===== src/rtl/mux_pkg.sv =====
// Shared defaults and mode encodings for the registered N-to-1 channel multiplexer.
package mux_pkg;

    localparam int GJERESIA_DEF = 16;
    localparam int KANALE_DEF   = 4;

    localparam logic MODI_FIKS = 1'b0;
    localparam logic MODI_RR   = 1'b1;

endpackage


===== src/rtl/arbitri_rr.sv =====
// Round-robin arbiter: grants the first requester above i_ptr, wrapping back to channel 0.
module arbitri_rr #(
    parameter int KANALE = 4,
    parameter int SW     = $clog2(KANALE)
) (
    input  logic [KANALE-1:0] i_kerkesa,
    input  logic [SW-1:0]     i_ptr,
    output logic [KANALE-1:0] o_grant,
    output logic [SW-1:0]     o_indeksi
);

    logic          w_hi;
    logic          w_lo;
    logic [SW-1:0] w_hi_idx;
    logic [SW-1:0] w_lo_idx;

    // Two passes: requesters strictly above ptr win first, then the wrap-around range 0..ptr.
    always_comb begin
        w_hi     = 1'b0;
        w_lo     = 1'b0;
        w_hi_idx = '0;
        w_lo_idx = '0;
        for (int i = KANALE - 1; i >= 0; i--) begin
            if (i_kerkesa[i] && (i > int'(i_ptr))) begin
                w_hi     = 1'b1;
                w_hi_idx = SW'(i);
            end
            if (i_kerkesa[i] && (i <= int'(i_ptr))) begin
                w_lo     = 1'b1;
                w_lo_idx = SW'(i);
            end
        end
    end

    always_comb begin
        o_indeksi = w_hi ? w_hi_idx : w_lo_idx;
        o_grant   = '0;
        for (int i = 0; i < KANALE; i++) begin
            o_grant[i] = (w_hi || w_lo) && (o_indeksi == SW'(i));
        end
    end

endmodule


===== src/rtl/mux_n_ne1_reg.sv =====
// Registered N-to-1 channel multiplexer with fixed-select and round-robin modes.
module mux_n_ne1_reg
    import mux_pkg::*;
#(
    parameter int GJERESIA = GJERESIA_DEF,
    parameter int KANALE   = KANALE_DEF,
    parameter int SW       = $clog2(KANALE)
) (
    input  logic                       Clock,
    input  logic                       Reset_n,
    input  logic [KANALE*GJERESIA-1:0] Hyrja,
    input  logic [KANALE-1:0]          HyrjaValid,
    output logic [KANALE-1:0]          HyrjaReady,
    input  logic [SW-1:0]              S,
    input  logic                       Modi,
    output logic [GJERESIA-1:0]        Dalja,
    output logic                       DaljaValid,
    input  logic                       DaljaReady,
    output logic [SW-1:0]              Kanali
);

    // Handshake: a word moves on any port in a cycle where its valid and ready are both 1;
    // valid never waits on ready, and HyrjaReady never looks at the Hyrja data.

    logic                r_valid;
    logic [GJERESIA-1:0] r_data;
    logic [SW-1:0]       r_kanali;
    logic [SW-1:0]       r_ptr;

    logic                w_slot;
    logic [KANALE-1:0]   w_rr_grant;
    logic [SW-1:0]       w_rr_idx;
    logic [KANALE-1:0]   w_fix_grant;
    logic [KANALE-1:0]   w_grant;
    logic [SW-1:0]       w_idx;
    logic                w_accept;
    logic [GJERESIA-1:0] w_data;

    arbitri_rr #(
        .KANALE (KANALE),
        .SW     (SW)
    ) u_arbitri (
        .i_kerkesa (HyrjaValid),
        .i_ptr     (r_ptr),
        .o_grant   (w_rr_grant),
        .o_indeksi (w_rr_idx)
    );

    assign w_slot = !r_valid || DaljaReady;

    // Out-of-range S matches no bit, so the channel is simply never offered.
    always_comb begin
        w_fix_grant = '0;
        for (int i = 0; i < KANALE; i++) begin
            w_fix_grant[i] = (int'(S) == i);
        end
    end

    assign w_grant    = (Modi == MODI_RR) ? w_rr_grant : w_fix_grant;
    assign w_idx      = (Modi == MODI_RR) ? w_rr_idx : S;
    assign HyrjaReady = (Reset_n && w_slot) ? w_grant : '0;
    assign w_accept   = |(HyrjaReady & HyrjaValid);

    always_comb begin
        w_data = '0;
        for (int i = 0; i < KANALE; i++) begin
            if (w_grant[i]) begin
                w_data = Hyrja[i*GJERESIA +: GJERESIA];
            end
        end
    end

    // ptr resets to the last channel so the first round-robin search starts at channel 0.
    always_ff @(posedge Clock or negedge Reset_n) begin
        if (!Reset_n) begin
            r_valid  <= 1'b0;
            r_data   <= '0;
            r_kanali <= '0;
            r_ptr    <= SW'(KANALE - 1);
        end else begin
            if (w_accept) begin
                r_valid  <= 1'b1;
                r_data   <= w_data;
                r_kanali <= w_idx;
                if (Modi == MODI_RR) begin
                    r_ptr <= w_rr_idx;
                end
            end else if (DaljaReady) begin
                r_valid <= 1'b0;
            end
        end
    end

    assign Dalja      = r_data;
    assign DaljaValid = r_valid;
    assign Kanali     = r_kanali;

endmodule


===== config.mk =====
export PLATFORM = sky130hd
export DESIGN_NAME = mux_n_ne1_reg
export DESIGN_NICKNAME = d
export VERILOG_FILES = /design/src/rtl/mux_pkg.sv /design/src/rtl/arbitri_rr.sv /design/src/rtl/mux_n_ne1_reg.sv
export SDC_FILE = /design/constraint.sdc
export NUM_CORES = 1
export LEC_CHECK = 0
export BUFFER_PORTS_ARGS = -buffer_cell sky130_fd_sc_hd__buf_2
export CAP_MARGIN = 20
export CORE_UTILIZATION = 25
export CTS_BUF_LIST = sky130_fd_sc_hd__clkbuf_4 sky130_fd_sc_hd__clkbuf_8 sky130_fd_sc_hd__clkbuf_16
export DETAILED_ROUTE_END_ITERATION = 16
export PLACE_DENSITY = 0.66
export SYNTH_ARGS = -nofsm -noshare
export SYNTH_HDL_FRONTEND = slang
export SYNTH_SLANG_ARGS = --single-unit

===== constraint.sdc =====
create_clock -name Clock -period 2.45 [get_ports Clock]
set_input_delay 0.3675 -clock Clock [delete_from_list [all_inputs] [get_ports Clock]]
set_output_delay 0.3675 -clock Clock [all_outputs]
set_load 0.01 [all_outputs]

## Yosys cells after proc, flatten, opt, wreduce, memory -nomap -nowiden

Cells that the tools add are included.

| word-level totals | value |
|---|---|
| register bits after elaboration | 21 |
| bits of input ports | 74 |
| output and inout bits | 23 |
| logic and storage cells | 60 |

| operators by class | value |
|---|---|
| magnitude comparators | 6 |
| eq/ne operators | 6 |
| multiplexer cells | 24 |
| bitwise operators | 1 |
| reductions and logical operators | 19 |

Operators with widths:

| kind | count |
|---|---|
| $mux W16 | 4 |
| $mux W2 | 9 |
| $logic_and A1 B1 Y1 | 11 |
| $mux W1 | 9 |
| $eq A2 B2 Y1 const B | 4 |
| $mux W4 | 2 |
| $and A4 B4 Y4 | 1 |
| $eq A2 B1 Y1 const B | 2 |
| $gt A2 B2 Y1 const A | 2 |
| $le A2 B2 Y1 const A | 2 |
| $logic_not A2 Y1 | 2 |
| $reduce_or A4 Y1 | 1 |
| $gt A1 B2 Y1 const A | 1 |
| $le A1 B2 Y1 const A | 1 |
| $logic_or A1 B1 Y1 | 2 |
| $reduce_and A2 Y1 | 1 |
| $reduce_bool A2 Y1 | 1 |
| $logic_not A1 Y1 | 1 |

## Depth between registers and ports, before layout

| logic depth | value |
|---|---|
| depth after elaboration | 14 |
| mapped depth | 9 |
| depth with buffers taken out | 7 |

## Cells and area by module

From an unflattened synthesis, not the netlist that was laid out.

| unflattened totals | value |
|---|---|
| cells, all modules | 230 |
| area total of the unflattened synthesis | 1908.1 µm² |

Modules (own cells, without submodules):

| module | times used | cells each | area each (µm²) |
|---|---|---|---|
| mux_n_ne1_reg | 1 | 203 | 1746.7 |
| arbitri_rr | 1 | 27 | 161.4 |

## Worst setup path before layout

Ideal clock, no wire load.

| timing path | value |
|---|---|
| path kind | flip-flop to flip-flop |
| start | register r_ptr[1] |
| end | register r_data[10], in the netlist Dalja[10] |
| arrival time | 2.320 ns |
| data required time | 2.325 ns |
| setup slack | 0.005 ns |
| stages on the path, launching flop included | 10 |
| buffers on the path | 2 |
| path through | dfstp_2 a21bo_1 a21oi_2 nand3b_2 a22o_1 buf_2 and3_4 nor3_4 buf_8 mux2_4 |

| between the ends | value |
|---|---|
| word-level cells in the longest chain between the ends | 14 |
| elaborated cells between the ends (all ways) | 44 |

RTL lines:

| what | line | RTL |
|---|---|---|
| start, declared | mux_n_ne1_reg.sv:28 | `logic [SW-1:0] r_ptr;` |
| start signal, assigned | mux_n_ne1_reg.sv:79 | `r_ptr <= SW'(KANALE - 1);` |
| start signal, assigned | mux_n_ne1_reg.sv:86 | `r_ptr <= w_rr_idx;` |
| $le A2 B2 Y1 | arbitri_rr.sv:28 | `if (i_kerkesa[i] && (i <= int'(i_ptr))) begin` |
| $logic_and A1 B1 Y1 | arbitri_rr.sv:28 |  |
| $mux W2 (4 in series) | arbitri_rr.sv:28 |  |
| $mux W2 | arbitri_rr.sv:36 | `o_indeksi = w_hi ? w_hi_idx : w_lo_idx;` |
| $logic_not A2 Y1 | arbitri_rr.sv:39 | `o_grant[i] = (w_hi \|\| w_lo) && (o_indeksi == SW'(i));` |
| $logic_and A1 B1 Y1 | arbitri_rr.sv:39 |  |
| $mux W4 * | mux_n_ne1_reg.sv:59 | `assign w_grant = (Modi == MODI_RR) ? w_rr_grant : w_fix_grant;` |
| $mux W16 (4 in series) | mux_n_ne1_reg.sv:67 | `if (w_grant[i]) begin` |
| end signal, assigned | mux_n_ne1_reg.sv:83 | `r_data <= w_data;` |
| end, declared | mux_n_ne1_reg.sv:26 | `logic [GJERESIA-1:0] r_data;` |

Every way passes the cells marked *; elsewhere a longest branch is shown, timed or not.
A chain may end at the register's enable or synchronous reset.

## Worst setup path after layout

| timing path | value |
|---|---|
| start | register r_ptr[1] |
| end | output port HyrjaReady[3] |

| between the ends | value |
|---|---|
| word-level cells in the longest chain between the ends | 11 |
| elaborated cells between the ends (all ways) | 32 |

RTL lines:

| what | line | RTL |
|---|---|---|
| $le A2 B2 Y1 | arbitri_rr.sv:28 |  |
| $logic_and A1 B1 Y1 | arbitri_rr.sv:28 |  |
| $mux W2 (4 in series) | arbitri_rr.sv:28 |  |
| $mux W2 | arbitri_rr.sv:36 |  |
| $eq A2 B2 Y1 | arbitri_rr.sv:39 |  |
| $logic_and A1 B1 Y1 * | arbitri_rr.sv:39 |  |
| $mux W4 * | mux_n_ne1_reg.sv:59 |  |
| $mux W4 * | mux_n_ne1_reg.sv:61 | `assign HyrjaReady = (Reset_n && w_slot) ? w_grant : '0;` |
| end, declared | mux_n_ne1_reg.sv:13 | `output logic [KANALE-1:0] HyrjaReady,` |

Marked as above.

==> impl_metrics.json <==
{
  "grt_antenna_before_repair": 0,
  "fin_nets": 349,
  "grt_first_pass_wirelength_mm": 7.53,
  "dieArea_sq_um": 6370,
  "worst_pin_slew_ns": 0.445,
  "run_status": "finished clean",
  "synth_cell_types": 36,
  "drt_wl_total_mm": 5.08,
  "finalMaxSlewViolations": 0,
  "cts_root_buf": "clkbuf_8",
  "hp-class": "primary input to async pin",
  "clkLatencyLatePin_ns": 0.26,
  "avgSynthCellArea_sq_um": 9.40,
  "yosysSeqAreaShare": 0.349,
  "ff2ff_setup_slack_ns": 0.09,
  "first_pass_iters": 4,
  "initial_core_util": 0.267,
  "pwr_density_cell_nw_per_um2": 893,
  "rows": 27,
  "finalSetupViolCount": 0,
  "vias": 1713,
  "htree_num_levels": 1,
  "synth_edf_count": 0,
  "worst_hold_slack_ns": 0.106,
  "cts-buffers-inserted": 3,
  "grtUsageTotal": 0.154,
  "fmax_ghz": 0.418,
  "worstSetupStartpointType": "flip-flop",
  "cellLeakagePower_uw": 0.00116,
  "drc": 0,
  "cp-end-kind": "output pin",
  "ff2ff_path_depth": 8,
  "fp.dieH_microns": 79.8,
  "syn_area_sq_um": 1510,
  "ys_ff_latch": 21,
  "hold_viol": 0,
  "final.fill_count": 570,
  "setup_ws_ns": 0.0562,
  "worstPathArrival_ns": 2.03,
  "place_inst": 333,
  "gr-total-overflow": 0,
  "finalCritPeriodShare": 0.977,
  "peakVddDrop_uv": 413,
  "multiInputGateArea_sq_um": 977,
  "ios": 97,
  "clock_sink_count": 21,
  "die_x_microns": 79.8,
  "ant_nets": 0,
  "syn_inst": 161,
  "clk_pin_slew_ns": 0.08,
  "async_flop_share": 1.00,
  "path_max_fanout": 17,
  "cap_violations": 0,
  "routedWlPerCell_microns": 14.7,
  "hold_buffers": 0,
  "synth_flop_cell": "dfrtp_1",
  "skew_ns": 0.00573,
  "first_global_vias": 1564,
  "antenna_cells": 0,
  "r2r-end": "Dalja[4]",
  "worstSetupPathType": "flip-flop to output pin",
  "r2r-start": "r_ptr[1]",
  "synth-warning-count": 0,
  "required_ns": 2.08,
  "period_needed_ns": 2.39,
  "grt_max_degree": 22,
  "total_power_uw": 2050,
  "vias_per_cell": 4.95,
  "place_ws_ns": 0.0360,
  "numPortBuffers": 96,
  "syn_nets": 235,
  "hpwl_mm": 3.69,
  "slew_headroom": 0.703,
  "drt_iter0_markers": 45,
  "cts_tree": "done",
  "gp_congestion": 0.852,
  "core_area_sq_um": 5680,
  "drive_gt1_frac": 0.558,
  "instances_no_fill": 346,
  "regArea_sq_um": 528,
  "cts_buffer_depth": 2,
  "area_delta_synth_final_pct": 51.9
}
-- metrics by stage --
stage	area, sq um	util	TNS, ns
2_1_floorplan	1510	-	0
3_3_place_gp	2140	0.377	0
3_5_place_dp	2140	0.377	0
4_1_cts	2230	0.393	0
5_1_grt	2300	0.405	-0.0322
6_report	2300	0.405	0
-- what timing repair did --
item,in CTS,in global routing
setup endpoints to repair,3,20
gates cloned,0,1
gates resized for setup,7,2
pin swaps,0,4
buffers inserted,1,7
-- cells in the final DEF (no fill, tap or decap), types with 2 or more instances in the layout --
cell	n
buf_4	16
dfstp_2	2
inv_1	2
mux2_4	8
nor2_1	19
dfrtp_1	19
buf_2	97
a22o_1	2
nand2b_1	3
or3_1	2
clkbuf_8	3
o21a_1	2
o21ai_0	2
mux2_2	9
nor2b_1	4
buf_6	2
nand2_1	21
a221oi_1	16
and2_1	4
a21oi_1	19
-- cells by family (layout without fill, tap and decap cells) --
family / after synthesis / count (layout) / share of synthesized area
and+or+nand+nor: 61 / 61 / 0.208
DFF: 21 / 21 / 0.349
AOI/OAI and AO/OA: 53 / 53 / 0.266
buffers and inverters: 9 / 122 / 0.0306
muxes: 17 / 17 / 0.146
-- worst max-delay path by stage --
stage / start / end / slack (ns) / cells after the start
after floorplan: r_ptr[1] / Dalja[10] / 0.005 / 9
after global routing: r_ptr[1] / HyrjaReady[3] / -0.02 / 7
after CTS: r_ptr[1] / Dalja[4] / 0.02 / 7
final: r_ptr[1] / HyrjaReady[3] / 0.06 / 7
after global placement: HyrjaValid[1] / Dalja[6] / 0.08 / 9
after detailed placement: HyrjaValid[1] / Dalja[4] / 0.04 / 9
-- synth_stat cells (all sizes together) (3+ instances only) --
cell	number	area [sq um]
dfrtp	19	475
o21ai	4	20.0
o31ai	3	36.3
nor2	19	71.3
nand2b	3	18.8
a221oi	16	140
a21oi	20	104
nand2	21	78.8
clkbuf	5	18.8
mux2	17	221
nor2b	4	25.0
and2	5	33.8
-- power breakdown --
part           total, uW  internal [uW]  switching, uW
Combinational       1180            619            559
Clock                237            127            110
Sequential           638            530            108
-- layout make-up --
cell class | count | area share
Clock buffer | 4 | 0.0212
Inverter | 2 | 0.00326
Multi-Input combinational cell | 131 | 0.425
Sequential cell | 21 | 0.230
Tap cell | 72 | 0.0392
Timing Repair Buffer | 116 | 0.282
-- flip-flops by register name, summed over array words and instances (netlist names) --
name,flops
DaljaValid,1
Kanali,2
Dalja,16
r_ptr,2
-- layer usage --
layer	track usage	wire length (microns)	vias up
met5	0	0	-
met4	0.0268	37	0
met3	0.0354	344	4
met2	0.269	2560	75
met1	0.194	2140	802
li1	-	-	832
-- critical path: stages, from the launching register on --
cell	delay (ns)
dfstp_2	0.62
or3b_4	0.19
nand2_1	0.06
nor2_1	0.21
a22o_1	0.22
buf_6	0.19
and2_1	0.14
buf_2	0.12
Power figures use the tool's default switching activity.
